<file path="src/rtl/countdown_timer_if.sv">
// Control pulses, mode enable and display/alarm outputs of the countdown timer.
interface countdown_timer_if;
    logic       en;
    logic       inc_min;
    logic       inc_sec;
    logic       start;
    logic       clr;
    logic [6:0] y;
    logic [3:0] an_n;
    logic       ring;

    modport master (
        output en, inc_min, inc_sec, start, clr,
        input  y, an_n, ring
    );

    modport slave (
        input  en, inc_min, inc_sec, start, clr,
        output y, an_n, ring
    );
endinterface

</file>
<file path="src/rtl/countdown_timer.sv">
// MM:SS countdown timer with BCD digits, tick prescaler, ring window and
// a 4-digit multiplexed seven-segment display driver.
module countdown_timer #(
    parameter int unsigned CLK_FREQ   = 50000000,
    parameter int unsigned TICK_HZ    = 1,
    parameter int unsigned SCAN_HZ    = 500,
    parameter int unsigned RING_TICKS = 10
) (
    input  logic              clk,
    input  logic              rst,
    countdown_timer_if.slave  bus
);

    localparam int unsigned DIV = CLK_FREQ / TICK_HZ;
    localparam int unsigned SP  = CLK_FREQ / SCAN_HZ;
    localparam int unsigned TW  = (DIV > 1) ? $clog2(DIV) : 1;
    localparam int unsigned SW  = (SP > 1) ? $clog2(SP) : 1;
    localparam int unsigned RCW = (RING_TICKS > 1) ? $clog2(RING_TICKS) : 1;

    typedef enum logic [1:0] {IDLE, RUN, PAUSE, RING} state_t;

    state_t         state;
    logic [3:0]     m1, m0, s1, s0;
    logic [TW-1:0]  tcnt;
    logic [RCW-1:0] rcnt;
    logic           ring_q;
    logic [SW-1:0]  scnt;
    logic [3:0]     sel;

    logic           tick;
    logic           is_zero;
    logic [3:0]     dm1, dm0, ds1, ds0;
    logic           dec_zero;
    logic [3:0]     im1, im0, is1, is0;
    logic [3:0]     digit;

    function automatic logic [6:0] seg_of(input logic [3:0] d);
        case (d)
            4'd0:    seg_of = 7'b1000000;
            4'd1:    seg_of = 7'b1111001;
            4'd2:    seg_of = 7'b0100100;
            4'd3:    seg_of = 7'b0110000;
            4'd4:    seg_of = 7'b0011001;
            4'd5:    seg_of = 7'b0010010;
            4'd6:    seg_of = 7'b0000010;
            4'd7:    seg_of = 7'b1111000;
            4'd8:    seg_of = 7'b0000000;
            4'd9:    seg_of = 7'b0010000;
            default: seg_of = 7'b1111111;
        endcase
    endfunction

    assign tick    = (tcnt == TW'(DIV - 1));
    assign is_zero = (m1 == 4'd0) && (m0 == 4'd0) && (s1 == 4'd0) && (s0 == 4'd0);

    // Borrow-chain decrement of the BCD value.
    always_comb begin
        dm1 = m1;
        dm0 = m0;
        ds1 = s1;
        ds0 = s0;
        if (s0 != 4'd0) begin
            ds0 = s0 - 4'd1;
        end else begin
            ds0 = 4'd9;
            if (s1 != 4'd0) begin
                ds1 = s1 - 4'd1;
            end else begin
                ds1 = 4'd5;
                if (m0 != 4'd0) begin
                    dm0 = m0 - 4'd1;
                end else begin
                    dm0 = 4'd9;
                    dm1 = m1 - 4'd1;
                end
            end
        end
        dec_zero = (dm1 == 4'd0) && (dm0 == 4'd0) && (ds1 == 4'd0) && (ds0 == 4'd0);
    end

    // Independent minute and second increments, each wrapping 59 -> 00.
    always_comb begin
        im1 = m1;
        im0 = m0 + 4'd1;
        if (m0 == 4'd9) begin
            im0 = 4'd0;
            im1 = (m1 == 4'd5) ? 4'd0 : m1 + 4'd1;
        end
        is1 = s1;
        is0 = s0 + 4'd1;
        if (s0 == 4'd9) begin
            is0 = 4'd0;
            is1 = (s1 == 4'd5) ? 4'd0 : s1 + 4'd1;
        end
    end

    // Mode FSM with value, tick prescaler and ring duration; frozen while en is low.
    always_ff @(posedge clk or negedge rst) begin
        if (!rst) begin
            state  <= IDLE;
            m1     <= '0;
            m0     <= '0;
            s1     <= '0;
            s0     <= '0;
            tcnt   <= '0;
            rcnt   <= '0;
            ring_q <= 1'b0;
        end else if (bus.en) begin
            if (bus.clr) begin
                state  <= IDLE;
                m1     <= '0;
                m0     <= '0;
                s1     <= '0;
                s0     <= '0;
                tcnt   <= '0;
                rcnt   <= '0;
                ring_q <= 1'b0;
            end else begin
                case (state)
                    IDLE: begin
                        if (bus.inc_min) begin
                            m1 <= im1;
                            m0 <= im0;
                        end
                        if (bus.inc_sec) begin
                            s1 <= is1;
                            s0 <= is0;
                        end
                        if (bus.start && !is_zero) begin
                            state <= RUN;
                            tcnt  <= '0;
                        end
                    end
                    RUN: begin
                        tcnt <= tick ? '0 : tcnt + TW'(1);
                        // Expiry takes precedence over a coincident pause request.
                        if (tick) begin
                            m1 <= dm1;
                            m0 <= dm0;
                            s1 <= ds1;
                            s0 <= ds0;
                            if (dec_zero) begin
                                state  <= RING;
                                ring_q <= 1'b1;
                                rcnt   <= '0;
                            end else if (bus.start) begin
                                state <= PAUSE;
                            end
                        end else if (bus.start) begin
                            state <= PAUSE;
                        end
                    end
                    PAUSE: begin
                        if (bus.start) begin
                            state <= RUN;
                            tcnt  <= '0;
                        end
                    end
                    RING: begin
                        tcnt <= tick ? '0 : tcnt + TW'(1);
                        if (bus.start) begin
                            state  <= IDLE;
                            ring_q <= 1'b0;
                        end else if (tick) begin
                            if (rcnt == RCW'(RING_TICKS - 1)) begin
                                state  <= IDLE;
                                ring_q <= 1'b0;
                            end else begin
                                rcnt <= rcnt + RCW'(1);
                            end
                        end
                    end
                    default: state <= IDLE;
                endcase
            end
        end
    end

    // Free-running scan prescaler rotating a one-hot digit select m1 -> s0.
    always_ff @(posedge clk or negedge rst) begin
        if (!rst) begin
            scnt <= '0;
            sel  <= 4'b1000;
        end else if (scnt == SW'(SP - 1)) begin
            scnt <= '0;
            sel  <= {sel[0], sel[3:1]};
        end else begin
            scnt <= scnt + SW'(1);
        end
    end

    // Selected digit for the segment decoder.
    always_comb begin
        case (sel)
            4'b1000: digit = m1;
            4'b0100: digit = m0;
            4'b0010: digit = s1;
            default: digit = s0;
        endcase
    end

    assign bus.an_n = bus.en ? ~sel : 4'b1111;
    assign bus.y    = bus.en ? seg_of(digit) : 7'b1111111;
    assign bus.ring = ring_q;

endmodule

</file>
<file path="src/flat_wrapper.sv">
// flat-port wrapper written by rule: the top's interface ports become plain ports
module countdown_timer_flat 
#(
    parameter int unsigned CLK_FREQ   = 50000000,
    parameter int unsigned TICK_HZ    = 1,
    parameter int unsigned SCAN_HZ    = 500,
    parameter int unsigned RING_TICKS = 10
)
  (clk, rst, bus_en, bus_inc_min, bus_inc_sec, bus_start, bus_clr, bus_y, bus_an_n, bus_ring);
  countdown_timer_if bus_i ();
  input  logic clk;
  input  logic rst;
  input wire logic [$bits(bus_i.en)-1:0] bus_en;
  input wire logic [$bits(bus_i.inc_min)-1:0] bus_inc_min;
  input wire logic [$bits(bus_i.inc_sec)-1:0] bus_inc_sec;
  input wire logic [$bits(bus_i.start)-1:0] bus_start;
  input wire logic [$bits(bus_i.clr)-1:0] bus_clr;
  output wire logic [$bits(bus_i.y)-1:0] bus_y;
  output wire logic [$bits(bus_i.an_n)-1:0] bus_an_n;
  output wire logic [$bits(bus_i.ring)-1:0] bus_ring;
  assign bus_i.en = bus_en;
  assign bus_i.inc_min = bus_inc_min;
  assign bus_i.inc_sec = bus_inc_sec;
  assign bus_i.start = bus_start;
  assign bus_i.clr = bus_clr;
  assign bus_y = bus_i.y;
  assign bus_an_n = bus_i.an_n;
  assign bus_ring = bus_i.ring;
  countdown_timer #(.CLK_FREQ(CLK_FREQ), .TICK_HZ(TICK_HZ), .SCAN_HZ(SCAN_HZ), .RING_TICKS(RING_TICKS)) u_core (.clk(clk), .rst(rst), .bus(bus_i));
endmodule
</file>
<file path="config.mk">
export PLATFORM = sky130hd
export DESIGN_NAME = countdown_timer_flat
export DESIGN_NICKNAME = d
export VERILOG_FILES = /design/src/rtl/countdown_timer_if.sv /design/src/rtl/countdown_timer.sv /design/src/flat_wrapper.sv
export SDC_FILE = /design/constraint.sdc
export NUM_CORES = 1
export LEC_CHECK = 0
export BUFFER_PORTS_ARGS = -buffer_cell sky130_fd_sc_hd__buf_4
export CAP_MARGIN = 5
export CORE_MARGIN = 2
export CORE_UTILIZATION = 40
export CTS_CLUSTER_DIAMETER = 150
export DETAILED_ROUTE_END_ITERATION = 7
export SETUP_SLACK_MARGIN = 0.3
export SYNTH_ARGS = -nofsm -noshare
export SYNTH_HDL_FRONTEND = slang
export SYNTH_SLANG_ARGS = --single-unit
</file>
<file path="constraint.sdc">
create_clock -name clk -period 7 [get_ports clk]
set_input_delay 0.7 -clock clk [delete_from_list [all_inputs] [get_ports clk]]
set_output_delay 0.7 -clock clk [all_outputs]
set_load 0.01 [all_outputs]
</file>
Yosys cells after proc, flatten, opt, wreduce, memory -nomap -nowiden

Memories as Yosys holds them, arrays and structs flattened.
Cells that the tools add are included.

Register bits: 70
Bits in read-only memories: 112
Output and inout bits: 12
Logic and storage cells: 144
Memories: 1

Add/subtract/negate cells: 11
Equality and inequality tests: 26
Mux-type cells: 64
Bitwise logic cells: 1
Reductions and logical operators: 31

Memory list:

| name            | words | bits a word | rd ports | clocked after memory_dff | write ports | RTL line              | text |
|---|---|---|---|---|---|---|---|
| (no name shown) | 16    | 7           | 1        | 0                        | 0           | countdown_timer.sv:38 | `case (d)` |

Operator list:

| kind                    | number |
|---|---|
| $mux W4                 | 34 |
| $mux W26                | 4 |
| $pmux W26 S3            | 1 |
| $pmux W4 S2             | 5 |
| $logic_not A4 Y1        | 8 |
| $add A26 B1 Y26 const B | 1 |
| $eq A26 B26 Y1 const B  | 1 |
| $add A4 B1 Y4 const B   | 5 |
| $mux W2                 | 9 |
| $ne A3 B2 Y1 const B    | 6 |
| $add A17 B1 Y17 const B | 1 |
| $eq A17 B17 Y1 const B  | 1 |
| $mux W17                | 1 |
| $eq A4 B4 Y1 const B    | 4 |
| $sub A4 B1 Y4 const B   | 4 |
| $ne A3 B3 Y1 const B    | 5 |
| $reduce_and A5 Y1       | 3 |
| $eq A4 B3 Y1 const B    | 3 |
| $pmux W4 S3             | 1 |
| $reduce_bool A4 Y1      | 3 |
| $ne A4 B3 Y1 const B    | 2 |
| $pmux W2 S4             | 1 |
| $reduce_and A4 Y1       | 2 |
| $logic_and A1 B1 Y1     | 7 |
| 14 further kinds        | 21 |

Logic depth before layout (Yosys ltp)

Gate-level depths: netlist of run 1.

Depth in word-level cells: 12
Gate-level depth with buffers: 10
Mapped depth without buffers: 9

Worst setup path before layout of run 1

OpenSTA, ideal clock, no wires.

Path kind: register to output
Start: register u_core.sel[3]
End: output bus_y[1]
Arrival: 2.517 ns
Required time: 6.300 ns
Slack: 3.783 ns
Cell stages (with the launch flop): 10
Path buffers: 1
Cells stage by stage: dfstp_2 -> clkbuf_1 -> xor2_1 -> o211ai_1 -> a222oi_1 -> inv_1 -> ha_1 -> inv_1 -> a21oi_1 -> o21ai_0

Cells in the longest elaborated chain, start to end: 4
Elaborated cells between the ends (all ways): 6
Those cells by class: eq/ne: 3; mux: 2; memory: 1

RTL lines:

| item                                       | RTL line               | text |
|---|---|---|
| start, declared                            | countdown_timer.sv:28  | `logic [3:0] sel;` |
| start signal, assigned                     | countdown_timer.sv:186 | `sel <= {sel[0], sel[3:1]};` |
| $eq A4 B2 Y1, or another cell as far along | countdown_timer.sv:194 | `case (sel)` |
| $pmux W4 S3 *                              | countdown_timer.sv:194 |  |
| $mem_v2 Z16 W7 *                           | -                      |  |
| $mux W7 *                                  | countdown_timer.sv:203 | `assign bus.y = bus.en ? seg_of(digit) : 7'b1111111;` |
| end, declared                              | flat_wrapper.sv:18     | `output wire logic [$bits(bus_i.y)-1:0] bus_y;` |

Mark *: on every way between the ends. The rest lies on a longest branch, timed or not.

Worst setup path after layout of run 1

Start: register u_core.sel[3]
End: output bus_y[3]

Same word-level chain as after synthesis.

==> Flow_metrics.wiki, run 1 <==
{| class="wikitable"
! Metric !! Value
|-
| Outcome || complete, no violations
|-
| Cell chain of the critical path || xor2_1 -> o211ai_1 -> a222oi_1 -> inv_1 -> ha_1 -> or2_2 -> a21oi_1 -> a31oi_1 -> buf_4
|-
| Final worst slack || around 3.3 ns
|-
| Start point of the critical path || u_core.sel[3]
|-
| Final Routed Wirelength || 11.6 mm
|-
| IO buf count || 18
|-
| Detailed placer's ending HPWL || 7.77 mm
|-
| Maximum frequency from static timing analysis || 270 MHz
|-
| Number of maximum-capacitance constraint violations || 0
|-
| Number of pins exceeding their max-slew limit in the final report || 0
|-
| Drt first-iter violations || 272
|-
| Number of nets in the final layout || 590
|-
| Power per unit of standard cell area || 290 nW/um2
|-
| H-tree lvl count || 3
|-
| DRT Pass-1 Iters || 5
|-
| # resized after CTS || 0
|-
| Worst slew margin relative to its limit || 36.1%
|-
| Worst reg2reg startpoint || u_core.s0[0]
|-
| Crit. End Element || output pin
|-
| Number of antenna violations at the first check in global routing || 0
|-
| Final hold violation count || 0
|-
| Initial core utilization || 41.2%
|-
| Type of the tightest min-delay check || input port to async pin
|-
| Commonest non-fill, non-tap cells in the layout || 69 x dfrtp_1, 68 x o21ai_0, 57 x nor2_1
|-
| Post-synthesis to final-layout area growth || 10.7%
|-
| Most common cell after layout, fill and taps aside || dfrtp_1
|-
| Hold buffer count at CTS || 0
|-
| Number of top-level pins || 19
|-
| Clock Sinks || 70
|-
| Maximum number of pins on one net before global-route repair || a little over 70
|-
| Share of cells above drive strength 1 || 10.3%
|-
| Setup total negative slack || 0 ns
|-
| Register bit total from synthesis || 70
|-
| Longest Clk Path Bufs || 2
|-
| Gate family responsible for the most delay along the worst path || compound AO/OA/AOI/OAI gates
|-
| Maximum net fanout on the critical path || 9
|-
| Synthesized area divided by synthesized cell count || 8.21 um2
|-
| Grt ovf || 0
|-
| Place WS || 3.65 ns
|-
| Area enclosed by the die boundary || 12700 um2
|-
| Crit-path slowest cell || a222oi_1
|-
| Number of buffers inserted by post-CTS setup repair || 0
|-
| Clock-pin slew on the worst setup and hold paths || 0.06 ns
|-
| Worst-Skew Late Latency || 0.35 ns
|-
| Post-layout min period || roughly 3.7 ns
|-
| Proportion of synthesized chip area in sequential cells || around 37%
|-
| Cell chosen for the clock root || clkbuf_16
|-
| Setup repair after global routing missed its margin || false
|-
| Post-Syn Instances || 576
|-
| Share of flip-flops with an asynchronous set or reset after synthesis || 100%
|-
| Final Cycle Share || 52.9%
|-
| Count of flip-flops with a built-in enable after synthesis || 0
|-
| Distinct cell type count after synthesis || ~60
|-
| Horizontal die dimension || between 100 and 150 um
|-
| Worst-case clock skew || around 0.0058 ns
|-
| Yosys warning count || 0
|-
| Leak pwr || ~0.0021 uW
|-
| Number of diodes added for antenna fixing || 0
|-
| Inserted Clock Buffers || 9
|-
| Peak supply drop || 0.202 mV
|-
| Global-route wire length before repair || 19.7 mm
|-
| Required arrival time at the worst endpoint || 6.30 ns
|-
| Mean routed wirelength per cell || 16.2 um
|-
| Worst endpoint data arrival time || 3.00 ns
|-
| Area of the placeable core || 11500 um2
|-
| Total DRC errors in the routed layout || 0
|-
| CP bufs+invs || 2
|-
| Post-route ant nets || 0
|-
| Via count || 4277
|-
| Height of the die || 113 um
|-
| Most frequently used flop master after synthesis || dfrtp_1
|-
| Summed instance area of the synthesized netlist || 4730 um2
|-
| Post-synthesis net count || 596
|-
| FP Rows || 39
|-
| Via count of the first global-routing pass || 4090
|-
| RePlAce Congestion || 0.875
|-
| Element type at the critical path start || flip-flop
|-
| Transition time of the tightest slew-check pin || 0.954 ns
|-
| Combined global-route utilization of all metal layers || a little under a fifth
|-
| TritonCTS clock tree || yes
|-
| Mean number of vias per cell || 5.96
|-
| Largest stage delay on the critical path || 0.69 ns
|-
| Final count of negative-setup-slack endpoints || 0
|-
| Startpoint-to-endpoint class of the critical path || flip-flop to output pin
|}
[layer usage]
layer,part of all wire (%),track usage [%],wire (um),up-vias
met5,0,0,0,-
met4,1.7,5.85,192,0
met3,4.5,5.36,527,17
met2,46,29.7,5380,97
met1,47,25.9,5510,2061
li1,-,-,-,2102
[logic make-up (layout without fill, tap and decap cells)]
group,count (synthesis),count (layout),synth area share [%]
adder cells (fa/ha/maj),13,13,3.44
buffers and inverters,58,57,4.74
XOR/XNOR,17,17,3.15
multiplexers,11,11,2.49
AND/OR/NAND/NOR,229,229,25.4
AO/OA/AOI/OAI,178,178,23.7
flip-flops,70,70,37.1
[power breakdown]
| group | internal [uW] | leakage, uW | total [uW] | switching, uW |
|---|---|---|---|---|
| clock network | 313 | 0.000152 | 505 | 192 |
| logic | 197 | 0.00104 | 485 | 287 |
| registers | 439 | 0.000946 | 529 | 89.5 |
| total | 950 | 0.00214 | 1520 | 569 |
[per-stage QoR]
step / instance area, um2 / cells / total power, uW / hold slack [ns] / utilization, %
6_report: 5240 / 718 / 1520 / 0.481 / 45.7
5_1_grt: 5240 / 718 / 1610 / 0.502 / 45.7
4_1_cts: 5240 / 718 / 1520 / 0.480 / 45.7
3_5_place_dp: 4910 / 702 / 1010 / 0.468 / 42.8
3_3_place_gp: 4910 / 702 / 1000 / 0.461 / 42.8
2_1_floorplan: 4730 / 576 / 876 / 0.404 / -
[worst register-to-register path: stages (launching register included)]
cell      delay, ns
dfrtp_1        0.53
or4_1          0.74
nor3_4         0.36
mux2i_1        0.37
a311oi_2       0.21
nand2b_1       0.23
a221o_1        0.36
[cells in the mapped netlist, types with 5 or more instances]
library cell / n / area [um2]
nor2_1: 57 / 214
clkbuf_1: 30 / 113
or2_2: 7 / 43.8
xnor2_1: 10 / 87.6
nand3_1: 30 / 150
a21o_1: 6 / 45.0
xor2_1: 7 / 61.3
mux2_2: 6 / 67.6
a31oi_1: 15 / 93.8
nand2_1: 46 / 173
a21oi_1: 27 / 135
nand2b_1: 6 / 37.5
o31ai_1: 18 / 135
and3_1: 9 / 56.3
mux2i_1: 5 / 50.1
nor2b_1: 11 / 68.8
ha_1: 13 / 163
nor4_1: 5 / 31.3
buf_2: 5 / 25.0
nand4_1: 13 / 81.3
or4_1: 6 / 45.0
dfrtp_1: 69 / 1730
nor3_1: 11 / 55.1
inv_1: 22 / 82.6
o21ai_0: 68 / 340
[final timing paths]
| check | endpoint | slack (ns) | cells after the start |
|---|---|---|---|
| max | bus_y[3] | 3.30 | 9 |
| min | u_core.tcnt[21] | 0.48 | 1 |
| max reg2reg | u_core.rcnt[3] | 4.08 | 6 |
| min reg2reg | u_core.tcnt[17] | 0.48 | 1 |
| max in group asynchronous | u_core.s1[2] | 5.92 | 1 |
| min in group clk | u_core.tcnt[17] | 0.48 | 1 |
[layout make-up]
type	instances	area, um2
fill	1096	6230
multi-input combinational	448	2760
inverter	22	82.6
timing repair buffer	19	143
sequential	70	1750
clock inverter	7	97.6
tap	143	179
clock buffer	9	225
[sequential cells by signal (all words and copies together), names as in the netlist]
signal / cells
u_core.rcnt: 4
u_core.bus.ring: 1
u_core.tcnt: 26
u_core.sel: 4
u_core.s0: 4
u_core.m0: 4
u_core.scnt: 17
u_core.state: 2
u_core.s1: 4
u_core.m1: 4
No activity file was read; power rests on OpenSTA's default activity.
==> inputs of run 2 (changes only) <==
==> constraint.sdc (replaced) <==
create_clock -name clk -period 3.7 [get_ports clk]
set_input_delay 0.37 -clock clk [delete_from_list [all_inputs] [get_ports clk]]
set_output_delay 0.37 -clock clk [all_outputs]
set_load 0.01 [all_outputs]
==> run 2 against run 1 <==
  * Combinational power is 99% higher
  * Via count rose by 1.3%
  * Critical path depth is the same
  * Non-clock buffer count is 7 higher
  * Sequential power grew 87%
  * Worst hold slack lost 0.30 ns
  * Core utilization down 0.055 points
  * Register-to-register slack worse by 3.2 ns
  * Sequential share of layout area about the same
  * Clock power grew 57%
  * Cell area shrank 0.12%
  * Critical endpoint unchanged
  * Largest cell class unchanged
==> Flow_metrics.wiki, run 2 (synthesis results as in run 1) <==
{| class="wikitable"
! Metric !! Value
|-
| Number of nets in the final layout || 597 (+1.2%)
|-
| Cell chosen for the clock root || clkbuf_16
|-
| H-tree lvl count || 3 (unchanged)
|-
| Worst-Skew Late Latency || 0.33 ns (-0.02 ns)
|-
| Final count of negative-setup-slack endpoints || 0 (unchanged)
|-
| Post-layout min period || 3.15 ns
|-
| Drt first-iter violations || 238 (-13%)
|-
| Via count || 4331 (+1.3%)
|-
| Share of cells above drive strength 1 || 10.8% (+0.56 points)
|-
| Global-route wire length before repair || 20.3 mm (+3.0%)
|-
| Detailed placer's ending HPWL || 8.01 mm (+3.0%)
|-
| Total DRC errors in the routed layout || 0 (unchanged)
|-
| Inserted Clock Buffers || 9 (unchanged)
|-
| Depth of the most critical reg-to-reg path || 6 (unchanged)
|-
| Peak supply drop || 0.295 mV (+46%)
|-
| Worst slew margin relative to its limit || 38.1% (+2.1 points)
|-
| Largest registers || u_core.tcnt: 26 flops, u_core.scnt: 17 flops
|-
| Initial core utilization || 41.2% (unchanged)
|-
| Worst endpoint data arrival time || 2.78 ns (-0.22 ns)
|-
| FP Rows || 39 (unchanged)
|-
| Clock Sinks || 70 (unchanged)
|-
| Most common cell after layout, fill and taps aside || dfrtp_1
|-
| Crit. End Element || output pin
|-
| Grt ovf || 0 (unchanged)
|-
| Final hold violation count || 0 (unchanged)
|-
| Height of the die || 113 um (unchanged)
|-
| Area of the placeable core || 11500 um2 (unchanged)
|-
| Via count of the first global-routing pass || 4166 (+1.9%)
|-
| Final Cycle Share || 85.1%
|-
| Final worst slack || 0.553 ns (-2.74 ns)
|-
| Maximum net fanout on the critical path || 9 (unchanged)
|-
| Setup repair after global routing missed its margin || false
|-
| Combined global-route utilization of all metal layers || 19.3% (+0.24 points)
|-
| Post-synthesis to final-layout area growth || 10.6%
|-
| CP bufs+invs || 2 (unchanged)
|-
| Longest Clk Path Bufs || 2 (unchanged)
|-
| Clock-pin slew on the worst setup and hold paths || 0.06 ns (about the same)
|-
| Maximum frequency from static timing analysis || approximately 320 MHz
|-
| Number of top-level pins || 19 (unchanged)
|-
| Cell chain of the critical path || xor2_1 -> o211ai_1 -> a222oi_1 -> inv_1 -> ha_1 -> or2_2 -> a21oi_1 -> a31oi_1 -> buf_4
|-
| Element type at the critical path start || flip-flop
|-
| Gate family responsible for the most delay along the worst path || compound AO/OA/AOI/OAI gates
|-
| Number of logic stages on the critical path including buffering || 9 (unchanged)
|-
| Max reg flops || 26 (unchanged)
|-
| Maximum number of pins on one net before global-route repair || 71 (unchanged)
|-
| RePlAce Congestion || 0.866 (-1.0%)
|-
| # resized after CTS || 0 (unchanged)
|-
| Number of maximum-capacitance constraint violations || 0 (unchanged)
|-
| Startpoint-to-endpoint class of the critical path || flip-flop to output pin
|-
| Leak pwr || 0.00215 uW (+0.50%)
|-
| Crit-path slowest cell || dfstp_2
|-
| Post-route ant nets || 0 (unchanged)
|-
| Power per unit of standard cell area || 526 nW/um2 (+81%)
|-
| Transition time of the tightest slew-check pin || 0.928 ns (-0.0259 ns)
|-
| Required arrival time at the worst endpoint || 3.33 ns (-2.97 ns)
|-
| Worst-case clock skew || 0.00430 ns (-0.00149 ns)
|-
| Mean routed wirelength per cell || 16.0 um (-0.80%)
|-
| Type of the tightest min-delay check || input port to async pin
|-
| TritonCTS clock tree || yes
|-
| Commonest non-fill, non-tap cells in the layout || 69 x dfrtp_1, 68 x o21ai_0, 57 x nor2_1
|-
| Outcome || complete, no violations
|-
| Area enclosed by the die boundary || 12700 um2 (unchanged)
|-
| Mean number of vias per cell || 5.97 (+0.28%)
|-
| Number of diodes added for antenna fixing || 0 (unchanged)
|-
| Number of antenna violations at the first check in global routing || 0 (unchanged)
|-
| Number of pins exceeding their max-slew limit in the final report || 0 (unchanged)
|-
| Horizontal die dimension || 113 um (unchanged)
|-
| Largest stage delay on the critical path || 0.60 ns (-0.09 ns)
|-
| Most flops, register || u_core.tcnt
|-
| Place WS || 0.639 ns (-3.01 ns)
|-
| Setup total negative slack || 0 ns (unchanged)
|-
| IO buf count || 18 (unchanged)
|-
| Hold buffer count at CTS || 0 (unchanged)
|-
| Final Routed Wirelength || 11.6 mm (+0.16%)
|-
| DRT Pass-1 Iters || 5 (unchanged)
|}
[run 2: report_power, final]
group / switching, uW / internal [uW] / leakage [uW]
Clock: 326 / 469 / 0.000132
Combinational: 562 / 400 / 0.00107
Sequential: 159 / 832 / 0.000946
Total: 1050 / 1700 / 0.00215
[run 2: what timing repair did]
action / 4_1_cts / 5_1_grt
endpoints found under the setup margin: 2 / 7
pin swaps: 1 / 1
buffers inserted: 1 / 2
[run 2: worst paths after layout]
check / slack, ns / to / from
worst min register to register: 0.48 / u_core.scnt[4] / u_core.scnt[4]
max in group asynchronous: 2.93 / u_core.scnt[11] / rst
worst max-delay path: 0.55 / bus_y[3] / u_core.sel[3]
worst min-delay path: 0.18 / u_core.tcnt[23] / rst
worst max register to register: 0.84 / u_core.rcnt[3] / u_core.s0[1]
min in group clk: 0.41 / u_core.state[1] / bus_start
[run 2: cell type report]
| class | count | area, um2 |
|---|---|---|
| Sequential cell | 70 | 1750 |
| Inverter | 22 | 82.6 |
| Tap cell | 143 | 179 |
| Fill cell | 1098 | 6240 |
| Multi-Input combinational cell | 448 | 2750 |
| Clock inverter | 4 | 22.5 |
| Clock buffer | 12 | 246 |
| Timing Repair Buffer | 26 | 195 |
[run 2: per-stage QoR]
step / util (%) / std cells / power, uW / area (um2) / hold WS (ns)
detailed placement: 43.1 / 706 / 1930 / 4940 / 0.462
CTS: 45.5 / 723 / 2750 / 5210 / 0.222
global placement: 43.1 / 706 / 1910 / 4940 / 0.462
floorplan: - / 576 / 1660 / 4730 / 0.0744
finish: 45.6 / 725 / 2750 / 5230 / 0.182
global route: 45.6 / 725 / 2930 / 5230 / 0.267
[run 2: per-layer routing]
| layer | global-route usage (%) | up-vias | share of wire, % |
|---|---|---|---|
| met4 | 4.07 | 0 | 0.95 |
| li1 | - | 2110 | - |
| met3 | 4.23 | 14 | 4.8 |
| met5 | 0 | - | 0 |
| met2 | 31.6 | 103 | 47 |
| met1 | 26.5 | 2104 | 47 |
==> inputs of run 3 (changes only) <==
--- a/config.mk
+++ b/config.mk
@@ -7,7 +7,7 @@
 export LEC_CHECK = 0
 export BUFFER_PORTS_ARGS = -buffer_cell sky130_fd_sc_hd__buf_4
 export CAP_MARGIN = 5
-export CORE_MARGIN = 2
+export CORE_MARGIN = 4
 export CORE_UTILIZATION = 40
 export CTS_CLUSTER_DIAMETER = 150
 export DETAILED_ROUTE_END_ITERATION = 7
==> run 3 against run 2 <==
  * Maximum frequency rose by 0.59%
  * Sequential share of layout area fell by 0.25 points
  * Non-clock buffer count fell by 2
  * Clock power rose by 20%
  * Register-to-register slack barely moved
  * Count of clock-buffer cells in the layout did not move
  * Core utilization rose by 0.15 points
  * Flip-flop and latch count did not move
  * Via count barely moved
  * Die area rose by 7.2%
  * Cell count fell by 0.41%
==> Flow_metrics.wiki, run 3 (synthesis results as in run 1) <==
{| class="wikitable"
! Metric !! Value
|-
| Detailed placer's ending HPWL || 7.91 mm (-1.3%)
|-
| Switching share of power || 36.0% (-2.1 points)
|-
| Crit. End Element || output pin
|-
| Grt ovf || 0 (unchanged)
|-
| Global-route wire length before repair || 19.8 mm (-2.4%)
|-
| Final design area excluding fillers || 5270 um2 (+0.77%)
|-
| Mean number of vias per cell || 6.00 (+0.49%)
|-
| Peak supply drop || 0.246 mV (-17%)
|-
| Sequential Power Share || 34.3% (-1.8 points)
|-
| Most flops, register || u_core.tcnt
|-
| Post-synthesis to final-layout area growth || 11.5%
|-
| RePlAce Congestion || 0.887 (+2.5%)
|-
| Number of maximum-capacitance constraint violations || 0 (unchanged)
|-
| Area enclosed by the die boundary || 13600 um2 (+7.2%)
|-
| Post-placement cell count || 705 (-0.14%)
|-
| Final count of negative-setup-slack endpoints || 0 (unchanged)
|-
| Total DRC errors in the routed layout || 0 (unchanged)
|-
| Final Routed Wirelength || 11.6 mm (about the same)
|-
| Leak pwr || 0.00216 uW (+0.64%)
|-
| Longest Clk Path Bufs || 2 (unchanged)
|-
| Worst endpoint data arrival time || 2.76 ns (-0.02 ns)
|-
| Height of the die || 117 um (+3.5%)
|-
| Clock Sinks || 70 (unchanged)
|-
| Worst-case clock skew || 0.00641 ns (+0.00211 ns)
|-
| Number of nets in the final layout || 595 (-0.34%)
|-
| Setup total negative slack || 0 ns (unchanged)
|-
| Setup repair after global routing missed its margin || false
|-
| Number of antenna violations at the first check in global routing || 0 (unchanged)
|-
| IO buf count || 18 (unchanged)
|-
| Outcome || complete, no violations
|-
| Number of pins exceeding their max-slew limit in the final report || 0 (unchanged)
|-
| Horizontal die dimension || 117 um (+3.5%)
|-
| Cell chosen for the clock root || clkbuf_16
|-
| Worst slew margin relative to its limit || 39.6% (+1.5 points)
|-
| Required arrival time at the worst endpoint || 3.33 ns (about the same)
|-
| Number of top-level pins || 19 (unchanged)
|-
| Combined global-route utilization of all metal layers || 18.0% (-1.3 points)
|-
| Largest registers || u_core.tcnt: 26 flops, u_core.scnt: 17 flops
|-
| Type of the tightest min-delay check || input port to async pin
|-
| DRT Pass-1 Iters || 4 (-1)
|-
| Commonest non-fill, non-tap cells in the layout || 69 x dfrtp_1, 68 x o21ai_0, 57 x nor2_1
|-
| TritonCTS clock tree || yes
|-
| Inserted Clock Buffers || 9 (unchanged)
|-
| Maximum net fanout on the critical path || 9 (unchanged)
|-
| Net switching power figure || 1040 uW (-0.78%)
|-
| Combinational fraction of design power || 32.8% (-2.2 points)
|-
| Mean routed wirelength per cell || 16.1 um (+0.45%)
|-
| Via count || 4334 (+0.069%)
|-
| Number of diodes added for antenna fixing || 0 (unchanged)
|-
| Drt first-iter violations || 256 (+7.6%)
|-
| Post-route ant nets || 0 (unchanged)
|-
| Maximum number of pins on one net before global-route repair || 71 (unchanged)
|-
| Clock-pin slew on the worst setup and hold paths || 0.06 ns (about the same)
|-
| Maximum frequency from static timing analysis || 320 MHz (+0.59%)
|-
| Final Cycle Share || 84.6% (-0.50 points)
|-
| Initial core utilization || 41.0% (-0.17 points)
|-
| Cell area after placement || 4930 um2 (-0.15%)
|-
| Internal Power || 1850 uW (+8.6%)
|-
| Most common cell after layout, fill and taps aside || dfrtp_1
|-
| Via count of the first global-routing pass || 3984 (-4.4%)
|-
| Max reg flops || 26 (unchanged)
|-
| Power per unit of standard cell area || 548 nW/um2 (+4.3%)
|-
| # resized after CTS || 0 (unchanged)
|-
| Final hold violation count || 0 (unchanged)
|-
| Area of the placeable core || 11500 um2 (+0.43%)
|-
| Transition time of the tightest slew-check pin || 0.905 ns (-0.0223 ns)
|-
| Element type at the critical path start || flip-flop
|-
| Post-layout min period || 3.13 ns (-0.0184 ns)
|-
| H-tree lvl count || 3 (unchanged)
|-
| Non-filler instance count after layout || 722 (-0.41%)
|-
| Share of cells above drive strength 1 || 10.5% (-0.29 points)
|-
| Clk pwr share || 32.9% (+4.0 points)
|-
| Startpoint-to-endpoint class of the critical path || flip-flop to output pin
|-
| Worst-Skew Late Latency || 0.34 ns (about the same)
|-
| FP Rows || 39 (unchanged)
|}
-- run 3: changes by cell type in the layout (fill, tap and decap cells not counted), sizes merged --
cell / delta
bufinv: +2
clkinv: -3
buf: -2
-- run 3: layout make-up --
type / instances / area [um2]
Fill cell: 1117 / 6250
Multi-Input combinational cell: 448 / 2750
Sequential cell: 70 / 1750
Clock buffer: 12 / 256
Timing Repair Buffer: 24 / 180
Tap cell: 143 / 179
Inverter: 22 / 82.6
Clock inverter: 3 / 67.6
-- run 3: worst paths after layout --
path	startpoint	endpoint	slack (ns)	cells after the start
min in group clk	bus_start	u_core.state[1]	0.41	3
max	u_core.sel[3]	bus_y[3]	0.57	7
min reg2reg	u_core.scnt[4]	u_core.scnt[4]	0.47	1
max reg2reg	u_core.s0[1]	u_core.rcnt[3]	0.83	6
min	rst	u_core.scnt[7]	0.17	1
max in group asynchronous	rst	u_core.s1[1]	2.94	1
-- run 3: what timing repair did --
| action | 4_1_cts | 5_1_grt |
|---|---|---|
| setup endpoints to repair | 2 | 5 |
| pin swaps | 1 | 1 |
| hold buffers | 0 | 0 |
| buffers inserted | 1 | 1 |
-- run 3: power by group through the flow --
| stage | clock network (uW) | registers, uW | logic (uW) |
|---|---|---|---|
| 6_report | 950 | 991 | 946 |
| 5_1_grt | 1010 | 1010 | 1060 |
| 4_1_cts | 977 | 984 | 930 |
| 3_5_place_dp | 0 | 999 | 921 |
| 3_3_place_gp | 0 | 998 | 908 |
| 2_1_floorplan | 0 | 895 | 762 |
-- run 3: layer usage --
layer  track usage, %  vias to the layer above  part of all wire (%)
met5                0                        -                     0
met4             5.89                        0                   1.5
met3             3.99                       14                   4.7
met2             27.5                      100                    46
met1             25.4                     2109                    48
li1                 -                     2111                     -
-- run 3: critical path, stage by stage (launching register included) --
cell and delay (ns):
dfstp_2 0.61, xor2_1 0.16, o211ai_1 0.15, a222oi_1 0.81, nand2_1 0.20, a21oi_1 0.23
a31oi_1 0.08, buf_4 0.16
-- run 3: metrics by stage --
stage / util (%) / setup WS, ns / total power (uW) / hold WS [ns]
floorplan: - / 0.813 / 1660 / 0.0744
global placement: 42.8 / 0.775 / 1910 / 0.462
detailed placement: 42.8 / 0.636 / 1920 / 0.472
CTS: 45.7 / 0.341 / 2890 / 0.225
global route: 45.8 / 0.330 / 3080 / 0.263
finish: 45.8 / 0.572 / 2890 / 0.167
